## config.mk

```make
export PLATFORM = sky130hd
export DESIGN_NAME = vc_pop_arbiter
export DESIGN_NICKNAME = d
export VERILOG_FILES = /design/src/rtl/vc_pop_arbiter_pkg.sv /design/src/rtl/vc_arb_grant.sv /design/src/rtl/vc_pop_arbiter.sv
export SDC_FILE = /design/constraint.sdc
export NUM_CORES = 1
export LEC_CHECK = 0
export ABC_AREA = 1
export CAP_MARGIN = 30
export CORE_UTILIZATION = 36
export CTS_BUF_LIST = sky130_fd_sc_hd__clkbuf_4 sky130_fd_sc_hd__clkbuf_8
export DETAILED_ROUTE_END_ITERATION = 8
export MAX_ROUTING_LAYER = met4
export PLACE_DENSITY = 0.95
export SYNTH_ARGS = -nofsm -noshare
export SYNTH_HDL_FRONTEND = slang
export SYNTH_HIERARCHICAL = 1
export SYNTH_SLANG_ARGS = --single-unit
```

## constraint.sdc

```tcl
create_clock -name clk -period 4 [get_ports clk]
set_clock_uncertainty 0.2 [all_clocks]
set_input_delay 0.8 -clock clk [delete_from_list [all_inputs] [get_ports clk]]
set_output_delay 0.8 -clock clk [all_outputs]
set_load 0.02 [all_outputs]
```

## src/rtl/vc_pop_arbiter_pkg.sv

```systemverilog
// rtl/vc_pop_arbiter_pkg.sv - state encodings and index constants for the VC pop arbiter
package vc_pop_arbiter_pkg;

    typedef enum logic [1:0] {
        ST_RESET  = 2'd0,
        ST_INIT   = 2'd1,
        ST_IDLE   = 2'd2,
        ST_ACTIVE = 2'd3
    } state_e;

    localparam int VC0 = 0;
    localparam int VC1 = 1;

    function automatic int dest_bit(input int data_width);
        return data_width - 2;
    endfunction

endpackage

```

## src/rtl/vc_arb_grant.sv

```systemverilog
// rtl/vc_arb_grant.sv - VC eligibility and single-grant selection (round robin under ARB_RR_EN)
module vc_arb_grant
    import vc_pop_arbiter_pkg::*;
(
`ifdef ARB_RR_EN
    input  logic       last_grant_i,
`endif
    input  logic       run_i,
    input  logic [1:0] empty_i,
    input  logic [1:0] head_dest_i,
    input  logic [1:0] almost_full_i,
    input  logic [1:0] prev_pop_i,
    output logic [1:0] rd_en_o,
    output logic       any_elig_o
);

    logic [1:0] elig;

    always_comb begin
        elig[VC0] = run_i && !empty_i[VC0] && !almost_full_i[head_dest_i[VC0]] && !prev_pop_i[VC0];
        elig[VC1] = run_i && !empty_i[VC1] && !almost_full_i[head_dest_i[VC1]] && !prev_pop_i[VC1];
    end

    always_comb begin
        rd_en_o = '0;
        if (elig[VC0] && elig[VC1]) begin
`ifdef ARB_RR_EN
            // last_grant_i: 0 = VC0 was granted last, 1 = VC1
            if (last_grant_i) rd_en_o[VC0] = 1'b1;
            else              rd_en_o[VC1] = 1'b1;
`else
            rd_en_o[VC0] = 1'b1;
`endif
        end else begin
            rd_en_o = elig;
        end
    end

    assign any_elig_o = |elig;

endmodule

```

## src/rtl/vc_pop_arbiter.sv

```systemverilog
// rtl/vc_pop_arbiter.sv - pops VC0/VC1 heads and routes words to D0/D1; ARB_RR_EN selects round-robin ties
module vc_pop_arbiter
    import vc_pop_arbiter_pkg::*;
#(
    parameter int DATA_WIDTH = 6,
    parameter int ADDR_WIDTH = 4
) (
    input  logic                  clk,
    input  logic                  reset,
    input  logic                  init,
    input  logic [ADDR_WIDTH-1:0] umbral_vc_in,
    input  logic [ADDR_WIDTH-1:0] umbral_d_in,
    input  logic                  vc0_empty,
    input  logic                  vc1_empty,
    input  logic [DATA_WIDTH-1:0] vc0_head,
    input  logic [DATA_WIDTH-1:0] vc1_head,
    input  logic [DATA_WIDTH-1:0] vc0_data_out,
    input  logic [DATA_WIDTH-1:0] vc1_data_out,
    input  logic                  d0_almost_full,
    input  logic                  d1_almost_full,
    output logic                  vc0_rd_en,
    output logic                  vc1_rd_en,
    output logic                  d0_push,
    output logic                  d1_push,
    output logic [DATA_WIDTH-1:0] d0_data,
    output logic [DATA_WIDTH-1:0] d1_data,
    output logic [ADDR_WIDTH-1:0] umbral_vc_out,
    output logic [ADDR_WIDTH-1:0] umbral_d_out,
    output logic [1:0]            state,
    output logic                  idle
);

    localparam int DEST_BIT = dest_bit(DATA_WIDTH);

    state_e                state_q, state_d;
    logic [ADDR_WIDTH-1:0] umbral_vc_q, umbral_d_q;
    logic                  pend_valid_q, pend_src_q, pend_dst_q;
    logic                  run, any_elig;
    logic [1:0]            rd_en, prev_pop;
    logic                  unused_head_bits;

    assign unused_head_bits = ^{vc0_head, vc1_head};

    assign run      = reset && init && (state_q == ST_IDLE || state_q == ST_ACTIVE);
    assign prev_pop = {pend_valid_q && pend_src_q, pend_valid_q && !pend_src_q};

`ifdef ARB_RR_EN
    logic last_grant_q;

    always_ff @(posedge clk) begin
        if (!reset)      last_grant_q <= 1'b1;
        else if (|rd_en) last_grant_q <= rd_en[VC1];
    end
`endif

    vc_arb_grant u_grant (
`ifdef ARB_RR_EN
        .last_grant_i  (last_grant_q),
`endif
        .run_i         (run),
        .empty_i       ({vc1_empty, vc0_empty}),
        .head_dest_i   ({vc1_head[DEST_BIT], vc0_head[DEST_BIT]}),
        .almost_full_i ({d1_almost_full, d0_almost_full}),
        .prev_pop_i    (prev_pop),
        .rd_en_o       (rd_en),
        .any_elig_o    (any_elig)
    );

    always_comb begin
        state_d = state_q;
        case (state_q)
            ST_RESET:  state_d = ST_INIT;
            ST_INIT:   if (init) state_d = ST_IDLE;
            ST_IDLE:   if (!init) state_d = ST_INIT;
                       else if (any_elig) state_d = ST_ACTIVE;
            ST_ACTIVE: if (!init) state_d = ST_INIT;
                       else if (!any_elig && !pend_valid_q) state_d = ST_IDLE;
            default:   state_d = ST_RESET;
        endcase
    end

    always_ff @(posedge clk) begin
        if (!reset) begin
            state_q      <= ST_RESET;
            umbral_vc_q  <= '0;
            umbral_d_q   <= '0;
            pend_valid_q <= 1'b0;
            pend_src_q   <= 1'b0;
            pend_dst_q   <= 1'b0;
        end else begin
            state_q <= state_d;
            if (state_q == ST_INIT) begin
                umbral_vc_q <= umbral_vc_in;
                umbral_d_q  <= umbral_d_in;
            end
            // rd_en is already zero outside IDLE/ACTIVE, so this also clears pending on leaving run
            pend_valid_q <= |rd_en;
            if (|rd_en) begin
                pend_src_q <= rd_en[VC1];
                pend_dst_q <= rd_en[VC1] ? vc1_head[DEST_BIT] : vc0_head[DEST_BIT];
            end
        end
    end

    always_comb begin
        d0_push = 1'b0;
        d1_push = 1'b0;
        d0_data = '0;
        d1_data = '0;
        if (run && pend_valid_q) begin
            if (pend_dst_q) begin
                d1_push = 1'b1;
                d1_data = pend_src_q ? vc1_data_out : vc0_data_out;
            end else begin
                d0_push = 1'b1;
                d0_data = pend_src_q ? vc1_data_out : vc0_data_out;
            end
        end
    end

    assign vc0_rd_en     = rd_en[VC0];
    assign vc1_rd_en     = rd_en[VC1];
    assign umbral_vc_out = umbral_vc_q;
    assign umbral_d_out  = umbral_d_q;
    assign state         = state_q;
    assign idle          = (state_q == ST_IDLE);

endmodule

```

==> results.sh, run 1 <==
export IMPL_die_area_um2=2490
export IMPL_io_pins=66
export IMPL_worstHoldPathCells=2
export IMPL_power_leakage_uw=0.000638
export IMPL_numCtsBuffers=3
export IMPL_reg2reg_slack_ns=2.26
export IMPL_numPortBuffers=55
export IMPL_syn_to_final_growth_pct=71.3
export IMPL_h_tree_depth=1
export IMPL_drv_cap=0
export IMPL_clkSinkCount=13
export IMPL_synth_top_family_by_area="simple AND/OR/NAND/NOR gates"
export IMPL_synth_xor_xnor_area_share_pct=0
export IMPL_critPathLaunchType="input pin"
export IMPL_num_rows=16
export IMPL_wl_per_cell_um=10.4
export IMPL_crit_required_ns=3.00
export IMPL_reg2reg_from="pend_src_q$_SDFFE_PN0P_"
export IMPL_cts_buffer_depth=2
export IMPL_r2r_end="pend_dst_q$_SDFFE_PN0P_"
export IMPL_clock_latency_ns=0.27
export IMPL_powerDensity_nw_per_um2=234
export IMPL_slew_headroom_pct=68.5
export IMPL_max_freq_ghz=0.285
export IMPL_grt_max_degree=16
export IMPL_hold_start="umbral_vc_out[1]$_SDFFE_PN0N_"
export IMPL_die_y_um=49.9
export IMPL_grt_first_pass_wirelength_um=3530
export IMPL_finalSetupTns_ns=0
export IMPL_top_layer="met4"
export IMPL_globalplace_congestion=0.723
export IMPL_slew_viol_final=0
export IMPL_dpl_hpwl_um=1910
export IMPL_wl_met2_um=1210
export IMPL_die_x_um=49.9
export IMPL_hold_buffers=0
export IMPL_synth_compound_area_share_pct=10.3
export IMPL_fin_nets=239
export IMPL_antenna_left=0
export IMPL_final_hold_viol_count=0
export IMPL_drtIter0Drc=17
export IMPL_drt_wl_total_um=2350
export IMPL_min_to="umbral_vc_out[1]$_SDFFE_PN0N_"
export IMPL_cts_tree="yes"
export IMPL_vias=1040
export IMPL_post_cts_resized=0
export IMPL_overflow=0
export IMPL_ys_seq_area_share_pct=31.5
export IMPL_hold_path_class="register to register"
export IMPL_synth_area_mux_share_pct=0
export IMPL_syn_area_um2=827
export IMPL_async_flop_share_pct=0
export IMPL_syn_num_nets=182
export IMPL_ys_ff_latch=13
export IMPL_ys_warn_count=6
export IMPL_finalCritPeriodShare_pct=87.6
export IMPL_synthAdderAreaFrac_pct=0
export IMPL_setup_viol=0
export IMPL_drt_pass1_iter_count=6
export IMPL_layout_drive_gt1_share_pct=7.04
export IMPL_core_area_um2=2060
export IMPL_wl_met1_um=950
export IMPL_wl_met3_um=171
export IMPL_reg2reg_depth=9
export IMPL_initial_utilization_pct=40.1
export IMPL_drc=0
export IMPL_grt_usage_pct=18.9
export IMPL_fin_crit_ns=3.50
export IMPL_ys_flop_type="dfxtp_1"
export IMPL_via_per_inst=4.60
export IMPL_cp_max_fo=3
export IMPL_grt_pass1_vias=909
export IMPL_cts_root_buf="clkbuf_4"
export IMPL_cts_setup_buffers=0
export IMPL_antenna_found_initial=0
export IMPL_synth_edff_count=0
export IMPL_synthCells=143
export IMPL_cts_clk_slew_worst_paths_ns=0.07
export IMPL_worst_setup_path_type="input pin to output port"
export IMPL_rsz0062_at_grt="false"
export IMPL_worstPathArrival_ns=2.50
export IMPL_vdd_drop_max_mv=0.232
export IMPL_status="completed"
export IMPL_power_uw=331
export IMPL_yosys_area_share_simple_pct=43.4
export IMPL_yosys_cell_types_count=16
export IMPL_cp_end_kind="output port"
export IMPL_tightestPinTransition_ns=0.472
export IMPL_syn_area_per_cell_um2=5.78
export IMPL_antenna_cells=0
final cells by class:
cell class	count	area, um2
Fill cell	174	646
Timing Repair Buffer	56	558
Multi-Input combinational cell	102	444
Sequential cell	13	260
Inverter	24	90.1
Tap cell	27	33.8
Clock buffer	4	30.0
registers in the layout (all words and copies together) (netlist names):
signal         flops
pend_dst_q         1
pend_valid_q       1
umbral_vc_out      4
pend_src_q         1
umbral_d_out       4
state              2
metrics by stage:
stage / worst slack (ns) / utilization [%] / instances / instance area, um2 / hold WS (ns)
floorplan: 1.52 / - / 143 / 827 / 0.360
detailed placement: 0.493 / 67.2 / 222 / 1390 / 0.278
global route: 0.390 / 68.7 / 226 / 1420 / 0.326
CTS: 0.489 / 68.7 / 226 / 1420 / 0.291
finish: 0.497 / 68.7 / 226 / 1420 / 0.289
global placement: 0.503 / 67.2 / 222 / 1390 / 0.261
cells in the mapped netlist, types with 2 or more instances:
| cell | instances | area [um2] |
|---|---|---|
| inv_1 | 23 | 86.3 |
| nor2_2 | 2 | 12.5 |
| nand2_1 | 36 | 135 |
| nand2_2 | 2 | 12.5 |
| a21oi_1 | 3 | 15.0 |
| dfxtp_1 | 13 | 260 |
| o21ai_0 | 14 | 70.1 |
| nor2_4 | 2 | 22.5 |
| nor2_1 | 40 | 150 |
| buf_6 | 2 | 22.5 |
routing by layer:
metal	vias up	track usage [%]
met5	-	-
met4	0	5.71
met3	4	4.01
met2	48	37.8
met1	448	17.3
li1	540	-
kinds of logic (layout without fill, tap and decap cells):
family,Yosys count,count (layout)
and+or+nand+nor,85,85
DFF,13,13
buffers and inverters,28,84
AOI/OAI and AO/OA,17,17
critical path, cell delays in order:
cell and delay [ns]:
clkdlybuf4s50_1 0.51, nand2_2 0.09, nor2_4 0.15, nand2_1 0.07
nor2_1 0.08, nand2_1 0.09, nor2_2 0.10, clkdlybuf4s50_1 0.60
where the power goes:
group | leakage, uW | total, uW | switching, uW | internal [uW]
clock | 0.0000184 | 85.3 | 39.9 | 45.4
sequential | 0.000107 | 146 | 6.45 | 140
combinational | 0.000513 | 100 | 47.0 | 53.2
how the worst max path moves through the flow:
stage / from / end / slack (ns) / depth (start not counted)
after global placement: init / vc1_rd_en / 0.50 / 8
after global routing: init / vc1_rd_en / 0.39 / 8
final: init / vc1_rd_en / 0.50 / 8
after detailed placement: init / vc1_rd_en / 0.49 / 8
after floorplan: init / d0_data[0] / 1.52 / 5
after CTS: init / vc1_rd_en / 0.49 / 8
cells in the final DEF, fill, tap and decap left out:
| cell type | instances |
|---|---|
| nor2_1 | 40 |
| clkdlybuf4s50_1 | 55 |
| o21ai_0 | 14 |
| inv_2 | 1 |
| nand3_2 | 1 |
| nand2_1 | 36 |
| buf_4 | 1 |
| nand2_4 | 1 |
| a21oi_1 | 3 |
| nor2_4 | 2 |
| dfxtp_1 | 13 |
| clkbuf_4 | 4 |
| nand3_1 | 1 |
| inv_1 | 23 |
| nor2_2 | 2 |
| nand2_2 | 2 |
Power figures use the tool's default switching activity.
==> run 2, diff against run 1 <==
Settings changed: ABC_AREA 1 to not set, CORE_UTILIZATION 36 to 34.
==> results.sh, run 2 <==
export IMPL_synth_edff_count=0
export IMPL_hold_buffers=0
export IMPL_status="completed"
export IMPL_layout_common_cells="clkdlybuf4s50_1, mux2i_1, nor2_1"
export IMPL_syn_area_um2=729
export IMPL_ys_flop_type="dfxtp_1"
export IMPL_fin_crit_ns=3.61
export IMPL_initial_utilization_pct=36.8
export IMPL_top_usage_layer="met2"
export IMPL_r2r_end="pend_dst_q$_SDFFE_PN0P_"
export IMPL_antenna_left=0
export IMPL_setup_viol=0
export IMPL_worst_slack_ns=0.395
export IMPL_worstPathArrival_ns=2.61
export IMPL_syn_num_nets=119
export IMPL_yosysTopAreaCell="dfxtp_1"
export IMPL_ys_seq_area_share_pct=35.7
export IMPL_via_per_inst=4.72
export IMPL_synth_most_common_cell="mux2i_1"
export IMPL_max_freq_ghz=0.277
export IMPL_reg2reg_from="pend_valid_q$_SDFF_PN0_"
export IMPL_synth_top_family_by_area="simple AND/OR/NAND/NOR gates"
export IMPL_num_rows=16
export IMPL_antenna_found_initial=0
export IMPL_h_tree_depth=1
export IMPL_grtUsageMet3_pct=5.03
export IMPL_drt_wl_total_um=1900
export IMPL_worstHoldPathCells=2
export IMPL_layout_drive_gt1_share_pct=7.30
export IMPL_wl_per_cell_um=11.6
export IMPL_tightestPinTransition_ns=0.464
export IMPL_use_met2_pct=31.9
export IMPL_finalCritPeriodShare_pct=90.1
export IMPL_critPathLaunchType="input pin"
export IMPL_dp_slack_ns=0.420
export IMPL_synth_xor_xnor_area_share_pct=0
export IMPL_grt_max_degree=15
export IMPL_synth_area_leaders="dfxtp_1, mux2i_1, nor2b_1"
export IMPL_fillCellCount=157
export IMPL_ys_warn_count=6
export IMPL_finalSetupTns_ns=0
export IMPL_cts_buffer_depth=2
export IMPL_synth_top_area_share_pct=35.7
export IMPL_cts_root_buf="clkbuf_4"
export IMPL_reg2reg_depth=7
export IMPL_hold_start="umbral_vc_out[3]$_SDFFE_PN0N_"
export IMPL_overflow=0
export IMPL_slew_viol_final=0
export IMPL_dpl_hpwl_um=1610
export IMPL_reg2reg_slack_ns=2.25
export IMPL_worst_setup_path_type="input pin to output port"
export IMPL_cts_tree="yes"
export IMPL_final_common_cell="clkdlybuf4s50_1"
export IMPL_syn_area_per_cell_um2=9.12
export IMPL_die_area_um2=2330
export IMPL_drtIter0Drc=10
export IMPL_clock_latency_ns=0.27
export IMPL_drt_pass1_iter_count=2
export IMPL_crit_required_ns=3.00
export IMPL_async_flop_share_pct=0
export IMPL_place_area_um2=1300
export IMPL_yosys_cell_types_count=20
export IMPL_yosys_area_share_simple_pct=29.7
export IMPL_vias=774
export IMPL_grt_usage_pct=18.5
export IMPL_hold_path_class="register to register"
export IMPL_met1_usage_pct=20.0
export IMPL_grt_first_pass_wirelength_um=3260
export IMPL_cts_clk_slew_worst_paths_ns=0.07
export IMPL_synth_compound_area_share_pct=6.86
export IMPL_cp_max_fo=6
export IMPL_synthCells=80
export IMPL_fin_nets=177
export IMPL_numCtsBuffers=3
export IMPL_die_x_um=48.3
export IMPL_power_uw=304
export IMPL_numPortBuffers=55
export IMPL_antenna_cells=0
export IMPL_min_to="umbral_vc_out[3]$_SDFFE_PN0N_"
export IMPL_grt_pass1_vias=816
export IMPL_synth_common_cells="mux2i_1, nor2_1, dfxtp_1"
export IMPL_core_area_um2=1980
export IMPL_cp_end_kind="output port"
export IMPL_synthAdderAreaFrac_pct=0
export IMPL_syn_to_final_growth_pct=82.3
export IMPL_vdd_drop_max_mv=0.122
export IMPL_drc=0
export IMPL_powerDensity_nw_per_um2=228
export IMPL_power_leakage_uw=0.000572
export IMPL_fin_area_um2=1330
export IMPL_rsz0062_at_grt="false"
export IMPL_post_cts_resized=0
export IMPL_io_pins=66
export IMPL_die_y_um=48.3
export IMPL_drv_cap=0
export IMPL_clkSinkCount=13
export IMPL_synth_area_mux_share_pct=23.3
export IMPL_fin_util_pct=67.1
export IMPL_ys_ff_latch=13
export IMPL_cts_setup_buffers=0
export IMPL_slew_headroom_pct=69.1
export IMPL_final_hold_viol_count=0
export IMPL_globalplace_congestion=0.801
==> run 2: changes by cell type in the layout (fill, tap and decap cells not counted), sizes merged, moves of 2 or more <==
cell    before  now
inv         24    3
nor2        44   15
nand2b       0    3
o21ai       14    3
nand2       39    2
and3         0    2
mux2i        0   17
nor2b        0   10
==> run 2: cell families (layout without fill, tap and decap cells) <==
| logic type | Yosys count | after routing |
|---|---|---|
| compound gates | 8 | 8 |
| simple gates | 36 | 36 |
| flops | 13 | 13 |
| mux | 17 | 17 |
| buf+inv | 6 | 63 |
==> run 2: layout make-up <==
class / instances / area [um2] / area share (%)
well taps: 27 / 33.8 / 2.54
flip-flops and latches: 13 / 260 / 19.6
inverters: 3 / 11.3 / 0.847
clock buffers: 4 / 30.0 / 2.26
repair buffers: 56 / 558 / 42.0
multi-input cells: 61 / 437 / 32.8
==> run 2: layer usage <==
layer,vias up,share of wire [%]
li1,380,-
met1,337,44
met2,55,46
met3,2,9.9
met4,0,0.16
met5,-,0
==> run 2: worst max-delay path, cell delays in order <==
cell,delay [ns]
clkdlybuf4s50_1,0.44
and3_2,0.28
and3_2,0.23
nor2_1,0.19
clkdlybuf4s50_1,0.66
==> run 2: worst max path at each step <==
stage	from	endpoint	slack [ns]	cells after the start
3_5_place_dp	init	vc1_rd_en	0.42	5
2_1_floorplan	init	vc1_rd_en	1.32	3
4_1_cts	init	vc1_rd_en	0.40	5
6_report	init	vc1_rd_en	0.39	5
5_1_grt	init	vc1_rd_en	0.32	5
3_3_place_gp	init	vc1_rd_en	0.42	5
==> run 2: power breakdown <==
part	switching [uW]	internal (uW)	leakage, uW
logic	28.4	48.5	0.000447
registers	5.17	136	0.000107
clock network	40.1	45.4	0.0000184
==> run 2: metrics by stage <==
step / std cells / hold slack [ns]
6_report: 164 / 0.324
5_1_grt: 164 / 0.367
4_1_cts: 164 / 0.332
3_5_place_dp: 160 / 0.312
3_3_place_gp: 160 / 0.299
2_1_floorplan: 80 / 0.360
